--- config.mk ---
export PLATFORM = sky130hd
export DESIGN_NAME = rv32i_decode_stage
export DESIGN_NICKNAME = d
export VERILOG_FILES = /design/src/rtl/rv_pkg.sv /design/src/rtl/rv32i_decode_comb.sv /design/src/rtl/rv32i_decode_stage.sv
export SDC_FILE = /design/constraint.sdc
export NUM_CORES = 1
export LEC_CHECK = 0
export CAP_MARGIN = 10
export CORE_AREA = 4 4 131 133
export DETAILED_ROUTE_END_ITERATION = 12
export DIE_AREA = 0 0 135 137
export HOLD_SLACK_MARGIN = 0.1
export PLACE_DENSITY = 0.84
export SLEW_MARGIN = 20
export SYNTH_ARGS = -nofsm -noshare
export SYNTH_HDL_FRONTEND = slang
export SYNTH_HIERARCHICAL = 1
export SYNTH_SLANG_ARGS = --single-unit
export TNS_END_PERCENT = 5
--- constraint.sdc ---
create_clock -name clk -period 33.9 [get_ports clk]
set_clock_uncertainty 0.1 [all_clocks]
set_input_delay 3.39 -clock clk [delete_from_list [all_inputs] [get_ports clk]]
set_output_delay 3.39 -clock clk [all_outputs]
set_load 0.05 [all_outputs]
--- src/rtl/rv_pkg.sv ---
// Shared RV32I decode definitions: opcodes, ALU / select encodings, the decoded
// bundle handed to execute, and the immediate-format helpers.
package rv_pkg;

  localparam logic [6:0] OPC_LOAD   = 7'b0000011;
  localparam logic [6:0] OPC_OP_IMM = 7'b0010011;
  localparam logic [6:0] OPC_AUIPC  = 7'b0010111;
  localparam logic [6:0] OPC_STORE  = 7'b0100011;
  localparam logic [6:0] OPC_OP     = 7'b0110011;
  localparam logic [6:0] OPC_LUI    = 7'b0110111;
  localparam logic [6:0] OPC_BRANCH = 7'b1100011;
  localparam logic [6:0] OPC_JALR   = 7'b1100111;
  localparam logic [6:0] OPC_JAL    = 7'b1101111;

  localparam logic [2:0] ALU_OP_ADD = 3'd0;
  localparam logic [2:0] ALU_OP_SLL = 3'd1;
  localparam logic [2:0] ALU_OP_XOR = 3'd4;
  localparam logic [2:0] ALU_OP_SR  = 3'd5;
  localparam logic [2:0] ALU_OP_OR  = 3'd6;
  localparam logic [2:0] ALU_OP_AND = 3'd7;

  localparam logic [2:0] RES_SEL_ALU = 3'd0;
  localparam logic [2:0] RES_SEL_LT  = 3'd1;
  localparam logic [2:0] RES_SEL_LTU = 3'd2;
  localparam logic [2:0] RES_SEL_IMM = 3'd3;
  localparam logic [2:0] RES_SEL_PC4 = 3'd4;

  localparam logic OP1_SEL_RS1 = 1'b0;
  localparam logic OP1_SEL_PC  = 1'b1;
  localparam logic OP2_SEL_RS2 = 1'b0;
  localparam logic OP2_SEL_IMM = 1'b1;

  typedef struct packed {
    logic [2:0]  alu_func;
    logic        sub_sra;
    logic        op1_sel;
    logic        op2_sel;
    logic [2:0]  res_sel;
    logic [31:0] imm;
    logic [4:0]  rs1;
    logic [4:0]  rs2;
    logic [4:0]  rd;
    logic        reg_we;
    logic        is_load;
    logic        is_store;
    logic        is_branch;
    logic        is_jal;
    logic        is_jalr;
    logic [2:0]  funct3;
    logic        illegal;
  } dec_bundle_t;

  function automatic logic [31:0] imm_i(input logic [31:0] inst);
    return {{20{inst[31]}}, inst[31:20]};
  endfunction

  function automatic logic [31:0] imm_s(input logic [31:0] inst);
    return {{20{inst[31]}}, inst[31:25], inst[11:7]};
  endfunction

  function automatic logic [31:0] imm_b(input logic [31:0] inst);
    return {{19{inst[31]}}, inst[31], inst[7], inst[30:25], inst[11:8], 1'b0};
  endfunction

  function automatic logic [31:0] imm_u(input logic [31:0] inst);
    return {inst[31:12], 12'b0};
  endfunction

  function automatic logic [31:0] imm_j(input logic [31:0] inst);
    return {{11{inst[31]}}, inst[31], inst[19:12], inst[20], inst[30:21], 1'b0};
  endfunction

endpackage

--- src/rtl/rv32i_decode_comb.sv ---
// Purely combinational RV32I instruction decoder: instruction word in,
// decoded control bundle out. No state.
module rv32i_decode_comb
  import rv_pkg::*;
(
  input  logic [31:0] inst,
  output dec_bundle_t dec
);

  logic [6:0] opc;
  logic [2:0] f3;
  logic [6:0] f7;

  assign opc = inst[6:0];
  assign f3  = inst[14:12];
  assign f7  = inst[31:25];

  function automatic logic [2:0] slt_sel(input logic [2:0] fn3);
    if (fn3 == 3'd2)      return RES_SEL_LT;
    else if (fn3 == 3'd3) return RES_SEL_LTU;
    else                  return RES_SEL_ALU;
  endfunction

  always_comb begin
    dec          = '0;
    dec.alu_func = ALU_OP_ADD;
    dec.op1_sel  = OP1_SEL_RS1;
    dec.op2_sel  = OP2_SEL_RS2;
    dec.res_sel  = RES_SEL_ALU;
    dec.funct3   = f3;
    dec.rs1      = inst[19:15];
    dec.rs2      = inst[24:20];
    dec.rd       = inst[11:7];

    case (opc)
      OPC_OP: begin
        dec.alu_func = f3;
        dec.sub_sra  = f7[5];
        dec.res_sel  = slt_sel(f3);
        dec.reg_we   = 1'b1;
        if (!(f7 == 7'h00 || (f7 == 7'h20 && (f3 == 3'd0 || f3 == 3'd5))))
          dec.illegal = 1'b1;
      end
      OPC_OP_IMM: begin
        dec.alu_func = f3;
        dec.op2_sel  = OP2_SEL_IMM;
        dec.res_sel  = slt_sel(f3);
        dec.reg_we   = 1'b1;
        // shifts carry a 5-bit shamt; the upper bits are the funct7 qualifier
        if (f3 == 3'd1 || f3 == 3'd5) dec.imm = {27'b0, inst[24:20]};
        else                          dec.imm = imm_i(inst);
        if (f3 == 3'd5) dec.sub_sra = inst[30];
        if (f3 == 3'd1 && f7 != 7'h00) dec.illegal = 1'b1;
        if (f3 == 3'd5 && f7 != 7'h00 && f7 != 7'h20) dec.illegal = 1'b1;
      end
      OPC_LUI: begin
        dec.res_sel = RES_SEL_IMM;
        dec.imm     = imm_u(inst);
        dec.reg_we  = 1'b1;
      end
      OPC_AUIPC: begin
        dec.op1_sel = OP1_SEL_PC;
        dec.op2_sel = OP2_SEL_IMM;
        dec.imm     = imm_u(inst);
        dec.reg_we  = 1'b1;
      end
      OPC_JAL: begin
        dec.op1_sel = OP1_SEL_PC;
        dec.op2_sel = OP2_SEL_IMM;
        dec.res_sel = RES_SEL_PC4;
        dec.imm     = imm_j(inst);
        dec.reg_we  = 1'b1;
        dec.is_jal  = 1'b1;
      end
      OPC_JALR: begin
        dec.op2_sel = OP2_SEL_IMM;
        dec.res_sel = RES_SEL_PC4;
        dec.imm     = imm_i(inst);
        dec.reg_we  = 1'b1;
        dec.is_jalr = 1'b1;
        if (f3 != 3'd0) dec.illegal = 1'b1;
      end
      OPC_LOAD: begin
        dec.op2_sel = OP2_SEL_IMM;
        dec.imm     = imm_i(inst);
        dec.reg_we  = 1'b1;
        dec.is_load = 1'b1;
        if (f3 == 3'd3 || f3 == 3'd6 || f3 == 3'd7) dec.illegal = 1'b1;
      end
      OPC_STORE: begin
        dec.op2_sel  = OP2_SEL_IMM;
        dec.imm      = imm_s(inst);
        dec.is_store = 1'b1;
        if (f3 > 3'd2) dec.illegal = 1'b1;
      end
      OPC_BRANCH: begin
        dec.imm       = imm_b(inst);
        dec.is_branch = 1'b1;
        if (f3 == 3'd2 || f3 == 3'd3) dec.illegal = 1'b1;
      end
      default: dec.illegal = 1'b1;
    endcase

    // illegal words still travel down the pipe, but must not have side effects
    if (dec.illegal) begin
      dec.reg_we    = 1'b0;
      dec.is_load   = 1'b0;
      dec.is_store  = 1'b0;
      dec.is_branch = 1'b0;
      dec.is_jal    = 1'b0;
      dec.is_jalr   = 1'b0;
    end
    if (dec.rd == 5'd0) dec.reg_we = 1'b0;
  end

endmodule

--- src/rtl/rv32i_decode_stage.sv ---
// RV32I decode pipeline stage: combinational decode registered into an
// output entry backed by a skid entry, so in_ready comes straight from a flop.
module rv32i_decode_stage
  import rv_pkg::*;
#(
  parameter int               XLEN     = 32,
  parameter logic [XLEN-1:0]  RESET_PC = '0
) (
  input  logic            clk,
  input  logic            rst_n,
  input  logic            flush,
  input  logic            in_valid,
  output logic            in_ready,
  input  logic [31:0]     in_inst,
  input  logic [XLEN-1:0] in_pc,
  output logic            out_valid,
  input  logic            out_ready,
  output logic [XLEN-1:0] out_pc,
  output logic [2:0]      alu_func,
  output logic            sub_sra,
  output logic            op1_sel,
  output logic            op2_sel,
  output logic [2:0]      res_sel,
  output logic [XLEN-1:0] imm,
  output logic [4:0]      rs1,
  output logic [4:0]      rs2,
  output logic [4:0]      rd,
  output logic            reg_we,
  output logic            is_load,
  output logic            is_store,
  output logic            is_branch,
  output logic            is_jal,
  output logic            is_jalr,
  output logic [2:0]      funct3,
  output logic            illegal
);

  dec_bundle_t     dec_p0;
  dec_bundle_t     out_p1;
  dec_bundle_t     skid_p1;
  dec_bundle_t     view_p1;
  logic [XLEN-1:0] out_pc_p1;
  logic [XLEN-1:0] skid_pc_p1;
  logic            vld_p1;
  logic            skid_vld_p1;
  logic            in_ready_q;

  logic            accept;
  logic            consume;
  logic            vld_nxt;
  logic            skid_vld_nxt;
  logic            load_out;
  logic            load_skid;
  logic            out_from_skid;

  // Stage p0: decode the incoming word
  rv32i_decode_comb u_decode (
    .inst (in_inst),
    .dec  (dec_p0)
  );

  assign accept  = in_valid & in_ready_q;
  assign consume = vld_p1 & out_ready;

  always_comb begin
    vld_nxt       = vld_p1;
    skid_vld_nxt  = skid_vld_p1;
    load_out      = 1'b0;
    load_skid     = 1'b0;
    out_from_skid = 1'b0;
    if (flush) begin
      vld_nxt      = 1'b0;
      skid_vld_nxt = 1'b0;
    end else if (consume) begin
      // in_ready is low whenever the skid entry is full, so no accept here
      if (skid_vld_p1) begin
        out_from_skid = 1'b1;
        skid_vld_nxt  = 1'b0;
      end else begin
        vld_nxt  = accept;
        load_out = accept;
      end
    end else if (!vld_p1) begin
      vld_nxt  = accept;
      load_out = accept;
    end else if (accept) begin
      load_skid    = 1'b1;
      skid_vld_nxt = 1'b1;
    end
  end

  // Stage p1: output / skid entries
  always_ff @(posedge clk or negedge rst_n) begin
    if (!rst_n) begin
      vld_p1      <= 1'b0;
      skid_vld_p1 <= 1'b0;
      in_ready_q  <= 1'b1;
    end else begin
      vld_p1      <= vld_nxt;
      skid_vld_p1 <= skid_vld_nxt;
      in_ready_q  <= !skid_vld_nxt;
    end
  end

  always_ff @(posedge clk) begin
    if (load_out) begin
      out_p1    <= dec_p0;
      out_pc_p1 <= in_pc;
    end else if (out_from_skid) begin
      out_p1    <= skid_p1;
      out_pc_p1 <= skid_pc_p1;
    end
    if (load_skid) begin
      skid_p1    <= dec_p0;
      skid_pc_p1 <= in_pc;
    end
  end

  // payload reads as zero while the stage is empty, including right after reset
  assign view_p1   = vld_p1 ? out_p1 : '0;
  assign out_pc    = vld_p1 ? out_pc_p1 : RESET_PC;
  assign out_valid = vld_p1;
  assign in_ready  = in_ready_q;

  assign alu_func  = view_p1.alu_func;
  assign sub_sra   = view_p1.sub_sra;
  assign op1_sel   = view_p1.op1_sel;
  assign op2_sel   = view_p1.op2_sel;
  assign res_sel   = view_p1.res_sel;
  assign imm       = view_p1.imm;
  assign rs1       = view_p1.rs1;
  assign rs2       = view_p1.rs2;
  assign rd        = view_p1.rd;
  assign reg_we    = view_p1.reg_we;
  assign is_load   = view_p1.is_load;
  assign is_store  = view_p1.is_store;
  assign is_branch = view_p1.is_branch;
  assign is_jal    = view_p1.is_jal;
  assign is_jalr   = view_p1.is_jalr;
  assign funct3    = view_p1.funct3;
  assign illegal   = view_p1.illegal;

endmodule
==> flow_summary.html <==
<table>
<tr><th>Metric</th><th>Value</th></tr>
<tr><th colspan="2">Clocking</th></tr>
<tr><td>Worst-skew pair later-pin latency</td><td>between 0.4 and 0.5 ns</td></tr>
<tr><td>Number of H-tree levels</td><td>4</td></tr>
<tr><td>Clock tree from TritonCTS</td><td>done</td></tr>
<tr><td>Clock root buffer</td><td>clkbuf_16</td></tr>
<tr><td>Clock transition at the register clock pins on the worst setup and hold paths after CTS</td><td>0.07 ns</td></tr>
<tr><td>Number of buffers inserted to repair setup after CTS</td><td>0</td></tr>
<tr><td>Clk sinks</td><td>slightly below 200</td></tr>
<tr><td>Clk buf depth</td><td>2</td></tr>
<tr><td>Number of buffers inserted for hold repair after clock tree synthesis</td><td>0</td></tr>
<tr><td>Clock buffers created by TritonCTS</td><td>17</td></tr>
<tr><td>Number of gates resized after cts</td><td>0</td></tr>
<tr><th colspan="2">Drt</th></tr>
<tr><td>Per-cell via count in the routed design</td><td>about 5.5</td></tr>
<tr><td>Number of nets still failing antenna checks after routing</td><td>0</td></tr>
<tr><td>Iteration count of the initial detailed-routing pass</td><td>6</td></tr>
<tr><td>Total wire length after detailed routing</td><td>between 15,000 and 20,000 um</td></tr>
<tr><td>Average wire per standard cell</td><td>slightly below 20 um</td></tr>
<tr><td>Total via count after detailed routing</td><td>around 5,200</td></tr>
<tr><td>DR iter-0 viols</td><td>around 500</td></tr>
<tr><td>DRC violations left</td><td>0</td></tr>
<tr><th colspan="2">Synth</th></tr>
<tr><td>Total of warnings raised by yosys</td><td>6</td></tr>
<tr><td>Flip-flop cell with the highest count after synthesis</td><td>edfxtp_1</td></tr>
<tr><td>Distinct cells, synth</td><td>46</td></tr>
<tr><td>Async set-or-reset flop fraction in the synthesized netlist</td><td>under 10%</td></tr>
<tr><td>Synthesized Nets</td><td>about 650</td></tr>
<tr><td>Number of flops mapped to enable cells by yosys</td><td>approximately 200</td></tr>
<tr><td>Post-synthesis area per instance</td><td>between 15 and 20 sq um</td></tr>
<tr><td>Fraction of the yosys area taken by sequential cells</td><td>roughly two thirds</td></tr>
<tr><td>Cell Area, Synth</td><td>between 8000 and 9000 sq um</td></tr>
<tr><td>Synth Register Bits</td><td>199</td></tr>
<tr><td>Cell count after synthesis</td><td>580</td></tr>
<tr><th colspan="2">Power</th></tr>
<tr><td>Total design power</td><td>0.544 mW</td></tr>
<tr><td>P_sw</td><td>0.127 mW</td></tr>
<tr><td>Logic gate share of total power</td><td>between 10 and 15%</td></tr>
<tr><td>Sequential share of power</td><td>51.2%</td></tr>
<tr><td>Peak VDD IR</td><td>between 0.04 and 0.05 mV</td></tr>
<tr><td>Pwr/cell area</td><td>between 40 and 50 nW/um^2</td></tr>
<tr><td>Internal power of the cells</td><td>between 0.4 and 0.5 mW</td></tr>
<tr><td>Leakage power figure</td><td>4.06 nW</td></tr>
<tr><td>Share of total power consumed by net switching</td><td>23.3%</td></tr>
<tr><td>Clock share of power</td><td>a little over a third</td></tr>
<tr><th colspan="2">Outcome</th></tr>
<tr><td>Status</td><td>finished clean</td></tr>
<tr><th colspan="2">Worst setup path</th></tr>
<tr><td>Worst path required time</td><td>between 30 and 40 ns</td></tr>
<tr><td>Slowest cell on crit path</td><td>clkdlybuf4s50_1</td></tr>
<tr><td>Arrival time at the worst endpoint</td><td>roughly 2.6 ns</td></tr>
<tr><td>CP Capture Type</td><td>primary output</td></tr>
<tr><td>Critical Path Source Type</td><td>register</td></tr>
<tr><td>Critical path fanouts, max</td><td>~100</td></tr>
<tr><td>CP Class</td><td>reg2out</td></tr>
<tr><td>CP peak stage delay</td><td>~0.82 ns</td></tr>
<tr><td>Critical-path cell list</td><td>buf_4, and2_1, clkdlybuf4s50_1</td></tr>
<tr><th colspan="2">STA</th></tr>
<tr><td>Max Clock Freq</td><td>about 0.17 GHz</td></tr>
<tr><td>Worst slew margin relative to its limit</td><td>between 30% and 40%</td></tr>
<tr><td>Number of hold violations in the final report</td><td>0</td></tr>
<tr><td>Final-layout setup total negative slack</td><td>0 ns</td></tr>
<tr><td>Slew Viols, Final</td><td>0</td></tr>
<tr><td>Min Tclk post-route</td><td>6.05 ns</td></tr>
<tr><td>Setup repair after global routing missed its margin</td><td>false</td></tr>
<tr><td>Fin crit share</td><td>approximately 18%</td></tr>
<tr><td>Measured slew at the worst slew-check pin</td><td>roughly 0.97 ns</td></tr>
<tr><td>Total of endpoints with negative setup slack in the final report</td><td>0</td></tr>
<tr><th colspan="2">Global routing</th></tr>
<tr><td>Remaining global-route overflow</td><td>0</td></tr>
<tr><td>Vias in the first global route</td><td>roughly 5,400</td></tr>
<tr><td>Largest net degree at the start of global routing</td><td>approximately 110</td></tr>
<tr><td>Initial antenna violation count</td><td>0</td></tr>
<tr><td>First-pass GRT wire length</td><td>between 20,000 and 30,000 um</td></tr>
<tr><td>GRT Total Usage</td><td>between 20% and 30%</td></tr>
<tr><th colspan="2">Final layout</th></tr>
<tr><td>Net count of the finished layout</td><td>~800</td></tr>
<tr><td>Layout Cell Area excl Fill</td><td>about 11,000 sq um</td></tr>
<tr><td>Commonest non-fill, non-tap cell in the layout</td><td>edfxtp_1</td></tr>
<tr><td>Commonest cells after routing, fill and taps aside</td><td>edfxtp_1, clkdlybuf4s50_1, and2_1, mux2_2, a21o_1</td></tr>
<tr><td>Number of diodes added for antenna fixing</td><td>0</td></tr>
<tr><td>Layout cell share with drive strength beyond 1</td><td>18.0%</td></tr>
<tr><td>Layout overhead on the synthesized area</td><td>26.2%</td></tr>
<tr><th colspan="2">Floorplanning</th></tr>
<tr><td>Cell Rows</td><td>46</td></tr>
<tr><td>Core area</td><td>approximately 16,000 sq um</td></tr>
<tr><td>Count of pins on the block boundary</td><td>between 150 and 200</td></tr>
<tr><td>Initial Utilization</td><td>55.8%</td></tr>
<tr><td>Die H</td><td>~140 um</td></tr>
<tr><td>Overall die area</td><td>roughly 18,000 sq um</td></tr>
<tr><td>Die W</td><td>between 100 and 150 um</td></tr>
<tr><th colspan="2">Place</th></tr>
<tr><td>HPWL after DPL</td><td>approximately 12,000 um</td></tr>
<tr><td>Final GP Congestion</td><td>about 0.85</td></tr>
<tr><td>Placed instance area</td><td>between 10,000 and 15,000 sq um</td></tr>
<tr><td>Count of input and output buffers</td><td>168</td></tr>
<tr><th colspan="2">Hold path</th></tr>
<tr><td>Class of the worst hold path</td><td>reg2reg</td></tr>
<tr><th colspan="2">Flow run</th></tr>
<tr><td>Number of max-capacitance violations reported</td><td>0</td></tr>
</table>
==> metrics by stage <==
step,cells,worst slack [ns],util [%],hold WS [ns]
finish,953,27.85,70.4,0.434
global route,953,27.68,70.4,0.459
CTS,953,27.78,70.4,0.439
detailed placement,923,27.40,66.8,0.423
global placement,923,27.52,66.8,0.414
floorplan,580,19.28,-,0.401
==> critical path: cells and delay by family, from the launching register on <==
| family | cells | cell delay [ns] |
|---|---|---|
| buf+inv | 2 | 1.44 |
| flops | 1 | 0.34 |
| simple gates | 1 | 0.29 |
==> registers in the layout, summed over array words and instances (netlist names) <==
register,flops
out_p1,66
skid_p1,66
out_pc_p1,32
skid_pc_p1,32
in_ready,1
out_valid,1
skid_vld_p1,1
==> synthesized netlist by cell type (all sizes together) (2+ instances only) <==
cell type | number | area, sq um
nand3 | 4 | 20.0
o21a | 2 | 15.0
buf | 35 | 235
nor4b | 2 | 32.5
nand4b | 3 | 26.3
dfrtp | 2 | 50.1
edfxtp | 196 | 5890
o21ai | 8 | 40.0
a22o | 4 | 35.0
nand2b | 3 | 18.8
nor3 | 9 | 50.1
a21o | 22 | 165
nor2b | 5 | 31.3
nor2 | 18 | 72.6
and2 | 102 | 638
clkbuf | 12 | 45.0
nand2 | 13 | 48.8
mux2 | 98 | 1100
inv | 10 | 37.5
a21oi | 11 | 55.1
nor4 | 4 | 46.3
==> cells by family after synthesis <==
family,after synthesis,share of synthesized area [%]
AOI/OAI and AO/OA,56,4.66
DFF,199,67.5
muxes,99,12.6
and+or+nand+nor,169,11.6
buffers and inverters,57,3.60
==> area by class of cell <==
cell class                      instances  area, sq um
Clock buffer                           19          433
Tap cell                              216          270
Timing Repair Buffer                  174         1730
Inverter                               10         37.5
Fill cell                            1024         4690
Clock inverter                         11          134
Multi-Input combinational cell        324         2570
Sequential cell                       199         5960
==> power groups by stage <==
stage	logic, mW	registers (mW)	clock network (mW)
detailed placement	0.0678	0.284	0
global route	0.0717	0.279	0.211
floorplan	0.0424	0.285	0
CTS	0.0682	0.279	0.201
global placement	0.0665	0.284	0
finish	0.0678	0.279	0.198
==> path summary, 6_finish.rpt <==
check,from,endpoint,cells after the start,slack [ns]
min in group asynchronous,rst_n,out_valid,1,3.04
worst max-delay path,out_valid,imm[0],3,27.85
worst min-delay path,skid_p1[63],out_p1[63],1,0.43
worst min register to register,skid_p1[63],out_p1[63],1,0.43
max in group asynchronous,rst_n,in_ready,1,30.45
worst max register to register,out_valid,skid_p1[18],4,30.82
==> per-layer routing <==
layer | vias to the layer above | share of wire [%] | track usage (%)
met1 | 2541 | 44 | 28.1
li1 | 2412 | - | -
met5 | - | 0 | 0
met2 | 262 | 46 | 31.4
met4 | 0 | 1.2 | 6.77
met3 | 26 | 9.2 | 6.76
Note: power is estimated with default switching activity, not from simulation.
